<file path="src/rtl/axi_addr_ch_txs_pkg.sv">
// Shared field layout for packed AXI address-channel beats; the receiver imports
// the same package so both ends agree on bit positions.
package axi_addr_ch_txs_pkg;

    localparam int LEN_LSB   = 0;
    localparam int SIZE_LSB  = 8;
    localparam int BURST_LSB = 11;
    localparam int PROT_LSB  = 13;
    localparam int CACHE_LSB = 16;
    localparam int LOCK_BIT  = 20;
    localparam int ID_LSB    = 21;

    function automatic int addr_lsb(input int id_w);
        return ID_LSB + id_w;
    endfunction

    function automatic int user_lsb(input int id_w, input int addr_w);
        return ID_LSB + id_w + addr_w;
    endfunction

    function automatic int packed_width(input int id_w, input int addr_w, input int user_w);
        return id_w + user_w + addr_w + 21;
    endfunction

    function automatic int cnt_width(input int max_outstanding);
        return $clog2(max_outstanding + 1);
    endfunction

endpackage

</file>
<file path="src/rtl/synch_fifo.sv">
// Single-clock FIFO with extra-MSB pointers; head word is visible combinationally
// on rd_data whenever empty is low.
module synch_fifo #(
    parameter int DW         = 8,
    parameter int FIFO_DEPTH = 16
) (
    input  logic          clk,
    input  logic          rst_n,
    input  logic          wr_en,
    input  logic [DW-1:0] wr_data,
    input  logic          rd_en,
    output logic [DW-1:0] rd_data,
    output logic          full,
    output logic          empty
);
    localparam int AW = $clog2(FIFO_DEPTH);

    logic [AW:0]   wr_ptr;
    logic [AW:0]   rd_ptr;
    logic [DW-1:0] mem [FIFO_DEPTH];

    assign empty   = (wr_ptr == rd_ptr);
    assign full    = (wr_ptr[AW] != rd_ptr[AW]) && (wr_ptr[AW-1:0] == rd_ptr[AW-1:0]);
    assign rd_data = mem[rd_ptr[AW-1:0]];

    // NOTE: state flops use non-blocking assignments so every register samples
    // pre-edge values, independent of the order the always blocks are evaluated.
    always_ff @(posedge clk) begin
        if (!rst_n) begin
            wr_ptr <= '0;
            rd_ptr <= '0;
        end else begin
            if (wr_en && !full)  wr_ptr <= wr_ptr + 1'b1;
            if (rd_en && !empty) rd_ptr <= rd_ptr + 1'b1;
        end
    end

    // NOTE: storage is deliberately left out of reset; the pointers alone define
    // which words are valid, and an unreset array maps onto plain RAM.
    always_ff @(posedge clk) begin
        if (wr_en && !full) mem[wr_ptr[AW-1:0]] <= wr_data;
    end

endmodule

</file>
<file path="src/rtl/axi_addr_ch_txs.sv">
// Master-side AXI address channel transmitter: FIFO-queued requests, registered
// VALID/READY output stage and an outstanding-transaction credit counter.
module axi_addr_ch_txs
    import axi_addr_ch_txs_pkg::*;
#(
    parameter int BUF_SZ          = 16,
    parameter int ADDR_WIDTH      = 32,
    parameter int ID_WIDTH        = 8,
    parameter int USER_WIDTH      = 2,
    parameter int MAX_OUTSTANDING = 8
) (
    input  logic                                   tx_clk,
    input  logic                                   reset,
    input  logic [ID_WIDTH-1:0]                    in_id,
    input  logic [ADDR_WIDTH-1:0]                  in_addr,
    input  logic [7:0]                             in_len,
    input  logic [2:0]                             in_size,
    input  logic [1:0]                             in_burst,
    input  logic [2:0]                             in_prot,
    input  logic [3:0]                             in_cache,
    input  logic [USER_WIDTH-1:0]                  in_user,
    input  logic                                   in_lock,
    input  logic                                   in_valid,
    output logic                                   out_ready,
    output logic [ID_WIDTH-1:0]                    m_id,
    output logic [ADDR_WIDTH-1:0]                  m_addr,
    output logic [7:0]                             m_len,
    output logic [2:0]                             m_size,
    output logic [1:0]                             m_burst,
    output logic [2:0]                             m_prot,
    output logic [3:0]                             m_cache,
    output logic [USER_WIDTH-1:0]                  m_user,
    output logic                                   m_lock,
    output logic                                   m_valid,
    input  logic                                   m_ready,
    input  logic                                   i_txn_done,
    output logic [cnt_width(MAX_OUTSTANDING)-1:0]  o_outstanding,
    output logic                                   o_err,
    output logic                                   buf_empty
);
    localparam int PW        = packed_width(ID_WIDTH, ADDR_WIDTH, USER_WIDTH);
    localparam int CW        = cnt_width(MAX_OUTSTANDING);
    localparam int ADDR_LSB  = addr_lsb(ID_WIDTH);
    localparam int USER_LSB  = user_lsb(ID_WIDTH, ADDR_WIDTH);

    logic [PW-1:0] in_word;
    logic [PW-1:0] head_word;
    logic          fifo_full;
    logic          fifo_empty;
    logic          push;
    logic          load;
    logic          done_ok;
    logic [CW-1:0] cnt;

    // NOTE: the default assignment up front guarantees every bit is written on
    // every pass, so no latch can be inferred.
    always_comb begin
        in_word                                = '0;
        in_word[LEN_LSB +: 8]                  = in_len;
        in_word[SIZE_LSB +: 3]                 = in_size;
        in_word[BURST_LSB +: 2]                = in_burst;
        in_word[PROT_LSB +: 3]                 = in_prot;
        in_word[CACHE_LSB +: 4]                = in_cache;
        in_word[LOCK_BIT]                      = in_lock;
        in_word[ID_LSB +: ID_WIDTH]            = in_id;
        in_word[ADDR_LSB +: ADDR_WIDTH]        = in_addr;
        in_word[USER_LSB +: USER_WIDTH]        = in_user;
    end

    assign out_ready = ~fifo_full;
    assign buf_empty = fifo_empty;
    assign push      = in_valid & out_ready;
    // The credit check uses the registered count only, so a same-cycle
    // completion never lets an extra transaction slip past the limit.
    assign load      = ~fifo_empty & (~m_valid | m_ready) & (cnt < CW'(MAX_OUTSTANDING));
    assign done_ok   = i_txn_done & (cnt != '0);

    synch_fifo #(
        .DW         (PW),
        .FIFO_DEPTH (BUF_SZ)
    ) u_fifo (
        .clk     (tx_clk),
        .rst_n   (~reset),
        .wr_en   (push),
        .wr_data (in_word),
        .rd_en   (load),
        .rd_data (head_word),
        .full    (fifo_full),
        .empty   (fifo_empty)
    );

    // Output stage: every AXI-facing signal comes straight from a flop and
    // only changes on a load, so fields stay stable while VALID waits on READY.
    always_ff @(posedge tx_clk) begin
        if (reset) begin
            m_valid <= 1'b0;
            m_id    <= '0;
            m_addr  <= '0;
            m_len   <= '0;
            m_size  <= '0;
            m_burst <= '0;
            m_prot  <= '0;
            m_cache <= '0;
            m_user  <= '0;
            m_lock  <= 1'b0;
        end else if (load) begin
            m_valid <= 1'b1;
            m_len   <= head_word[LEN_LSB +: 8];
            m_size  <= head_word[SIZE_LSB +: 3];
            m_burst <= head_word[BURST_LSB +: 2];
            m_prot  <= head_word[PROT_LSB +: 3];
            m_cache <= head_word[CACHE_LSB +: 4];
            m_lock  <= head_word[LOCK_BIT];
            m_id    <= head_word[ID_LSB +: ID_WIDTH];
            m_addr  <= head_word[ADDR_LSB +: ADDR_WIDTH];
            m_user  <= head_word[USER_LSB +: USER_WIDTH];
        end else if (m_ready) begin
            m_valid <= 1'b0;
        end
    end

    always_ff @(posedge tx_clk) begin
        if (reset) begin
            cnt   <= '0;
            o_err <= 1'b0;
        end else begin
            case ({load, done_ok})
                2'b10:   cnt <= cnt + 1'b1;
                2'b01:   cnt <= cnt - 1'b1;
                default: cnt <= cnt;
            endcase
            if (i_txn_done && (cnt == '0)) o_err <= 1'b1;
        end
    end

    assign o_outstanding = cnt;

endmodule

</file>
<file path="config.mk">
export PLATFORM = sky130hd
export DESIGN_NAME = axi_addr_ch_txs
export DESIGN_NICKNAME = d
export VERILOG_FILES = /design/src/rtl/axi_addr_ch_txs_pkg.sv /design/src/rtl/synch_fifo.sv /design/src/rtl/axi_addr_ch_txs.sv
export SDC_FILE = /design/constraint.sdc
export NUM_CORES = 1
export LEC_CHECK = 0
export BUFFER_PORTS_ARGS = -buffer_cell sky130_fd_sc_hd__buf_4
export CORE_UTILIZATION = 24
export DETAILED_ROUTE_END_ITERATION = 12
export PLACE_DENSITY = 0.42
export RECOVER_POWER = 50
export SYNTH_ARGS = -nofsm -noshare
export SYNTH_HDL_FRONTEND = slang
export SYNTH_SLANG_ARGS = --single-unit
</file>
<file path="constraint.sdc">
create_clock -name tx_clk -period 6.2 [get_ports tx_clk]
set_clock_uncertainty 0.15 [all_clocks]
set_input_delay 0.93 -clock tx_clk [delete_from_list [all_inputs] [get_ports tx_clk]]
set_output_delay 0.93 -clock tx_clk [all_outputs]
set_load 0.05 [all_outputs]
</file>
==> flow_summary.yaml <==
run_status:
  status: "finished, violations left"
  violations: "max-capacitance violations, max-slew violations"
grt:
  antenna_found_initial: 26
  grt_pass1_wl_mm: 158.1
  grt_pass1_vias: 21670
  gr-usage-all-layers_pct: 12.62
  grt_max_degree: 143
  grt_overflow: 0
synth:
  synthMostInstantiatedCell: "edfxtp_1"
  synth_seq_cells: 1087
  yosys.area.top_type_share_pct: 72.85
  syn_inst: 2079
  avgSynthCellArea_um2: 19.99
  ys_seq_area_share_pct: 76.65
  synth_async_sr_flop_share_pct: 0
  synth_cell_types: 44
  synthesis.nets: 2155
  synth_top_family_by_area: "multiplexers"
  ys.flop_type: "edfxtp_1"
  synth_edf_count: 1008
  yosys_warnings: 0
  ys_top_cells_by_count: "edfxtp_1, mux4_2, mux2_2, a211oi_1, dfxtp_1"
  synthTopCellsByArea: "edfxtp_1, mux4_2, dfxtp_1"
  synth.area.mux_share_pct: 13.76
  synth_xor_area_share_pct: 0.2740
  synth-simple-area-share_pct: 2.972
  synthAdderAreaFrac_pct: 0.2409
  synth_compound_area_share_pct: 4.351
  syn_area_um2: 41550
  synth_top_area_cell: "edfxtp_1"
hold_path:
  hold_path_class: "in -> reg"
  hold_depth: 3
cells_and_area:
  multi_input_area_um2: 9076
  area_delta_synth_final_pct: 16.99
  drive_gt1_share_pct: 24.54
  seq_area_um2: 31870
  final_nets: 2315
  final_cells: 4649
  final_util_pct: 28.31
  fillers: 16980
clocking:
  cts_resized: 0
  root_buffer: "clkbuf_16"
  cts_num_sinks: 1087
  clk_latency_ns: 0.71
  numCtsBuffers: 110
  cts-htree-levels: 3
  cts_tree: "built"
  ctsLongestPathBuffers: 3
  hold_buffers: 0
  post_cts_buffers: 0
  clk_pin_slew_ns: 0.06
placement:
  post-place-cells: 4437
  place.gp.congestion: 0.7079
  portBuffers: 138
  dp_hpwl_mm: 57.66
worst_setup_path:
  slowest_delay_ns: 2.13
  crit_top_cell: "clkbuf_1"
  r2r_cells: 6
  worstSetupPathType: "in -> reg"
  reg2reg_slack_ns: 2.50
  crit_arrival_ns: 4.23
  path_depth: 5
  setup.worst_path.start_class: "primary input"
  crit_required_ns: 6.64
  path_buf_inv: 2
  path_max_fanout: 45
  critPathTopFamily: "buffers and inverters"
  end_kind: "register"
  cp_cell_sequence: "clkbuf_1 -> clkbuf_1 -> nand2b_1 -> a21oi_1 -> a31o_2"
  crit_slowest_cell: "clkbuf_1"
detailed_routing:
  wl_mm: 110.5
  drtAntennaViolNets: 0
  drcViolationCount: 0
  dr.first_iter.drc_count: 1162
  wire_per_inst_um: 23.77
  vias: 20230
  routed_via_density: 4.351
  drt_first_pass_iters: 5
run:
  drv_cap: 1
power:
  fin_total_pwr_w: 0.01914
  p_per_area_nw_per_um2: 393.7
  peakVddDrop_mv: 0.2424
  p_leak_nw: 14.49
floorplanning:
  die_h_um: 418.1
  fp.coreArea_um2: 171700
  placement_rows: 152
  die-area_um2: 174800
  initial_core_util_pct: 24.19
  die_x_um: 418.1
  ioPinCount: 139
timing:
  fmax_ghz: 0.2642
  tightest_slew_ns: 3.004
  fin_setup_tns_ns: 0
  relSlewSlack_pct: -100.3
  finalHoldViolCount: 0
  fin_crit_ns: 3.785
  rsz0062_at_grt: "no"
  post-route-period-util_pct: 61.05
  holdWs_ns: 0.3224
  slew_viol_final: 46
  setup_viol: 0
[worst paths after layout]
check                                       from          endpoint
worst max-delay path                       reset  u_fifo.rd_ptr[2]
worst min-delay path                  i_txn_done             o_err
worst max register to register  u_fifo.rd_ptr[2]          m_len[6]
worst min register to register             o_err             o_err
[power by group]
| part | internal, W | switching (W) |
|---|---|---|
| Clock | 0.00399 | 0.00288 |
| Sequential | 0.00828 | 0.000268 |
| Combinational | 0.00134 | 0.00238 |
[metal layers]
layer / GRT usage [%] / part of all wire [%] / up-vias
met2: 22.79 / 52 / 379
li1: - / - / 8873
met1: 14.66 / 40 / 10750
met5: 0 / 0.17 / -
met4: 4.439 / 2.9 / 32
met3: 2.671 / 4.5 / 190
[registers in the layout, summed over array words and instances (netlist names)]
name	flops
u_fifo.wr_ptr	5
m_lock	1
m_id	8
m_addr	32
m_burst	2
m_size	3
m_cache	4
m_prot	3
m_len	8
u_fifo.mem	1008
o_outstanding	4
o_err	1
u_fifo.rd_ptr	5
m_user	2
m_valid	1
[area by class of cell]
type                            instances  area share, %
Inverter                                5        0.04118
Sequential cell                      1087          65.55
Multi-Input combinational cell        854          18.67
Clock buffer                          123          5.869
Antenna cell                            4        0.02059
Clock inverter                         85          1.851
Timing Repair Buffer                  181          2.049
Tap cell                             2310          5.946
[worst min-delay path, delay by kind of cell]
family / cells / cell delay (ns)
compound gates: 1 / 0.05
buf+inv: 1 / 0.08
simple gates: 1 / 0.07
[logic make-up (layout without fill, tap and decap cells)]
family,Yosys count,in the layout
buffers and inverters,138,394
adder cells (fa/ha/maj),8,8
flip-flops,1087,1087
AND/OR/NAND/NOR,242,242
AO/OA/AOI/OAI,272,272
XOR/XNOR,13,13
multiplexers,319,319
other,0,4
[cell usage in the layout (no fill, tap or decap), drive strengths merged, types with 2 or more instances in the layout]
cell	synthesis	final
mux2	128	128
clkbuf	50	253
diode	0	4
xnor2	7	7
o21ai	3	3
mux4	189	189
nand2	4	4
nand4	2	2
clkinv	0	61
buf	83	51
edfxtp	1008	1008
nand2b	3	3
o22ai	63	63
clkinvlp	0	6
ha	8	8
nand3	2	2
mux2i	2	2
nor2	77	77
bufinv	0	16
a21oi	71	71
nor3	65	65
o21a	2	2
dfxtp	79	79
a211oi	126	126
inv	5	7
or3	3	3
nor2b	70	70
xor2	6	6
and3	12	12
[through the flow]
step | setup WS (ns) | cell area (um2)
3_3_place_gp | 2.499 | 45340
5_1_grt | 2.261 | 48610
3_5_place_dp | 2.460 | 45340
4_1_cts | 2.464 | 49090
6_report | 2.415 | 48610
2_1_floorplan | 0.1053 | 41550
No activity file was read; power rests on OpenSTA's default activity.
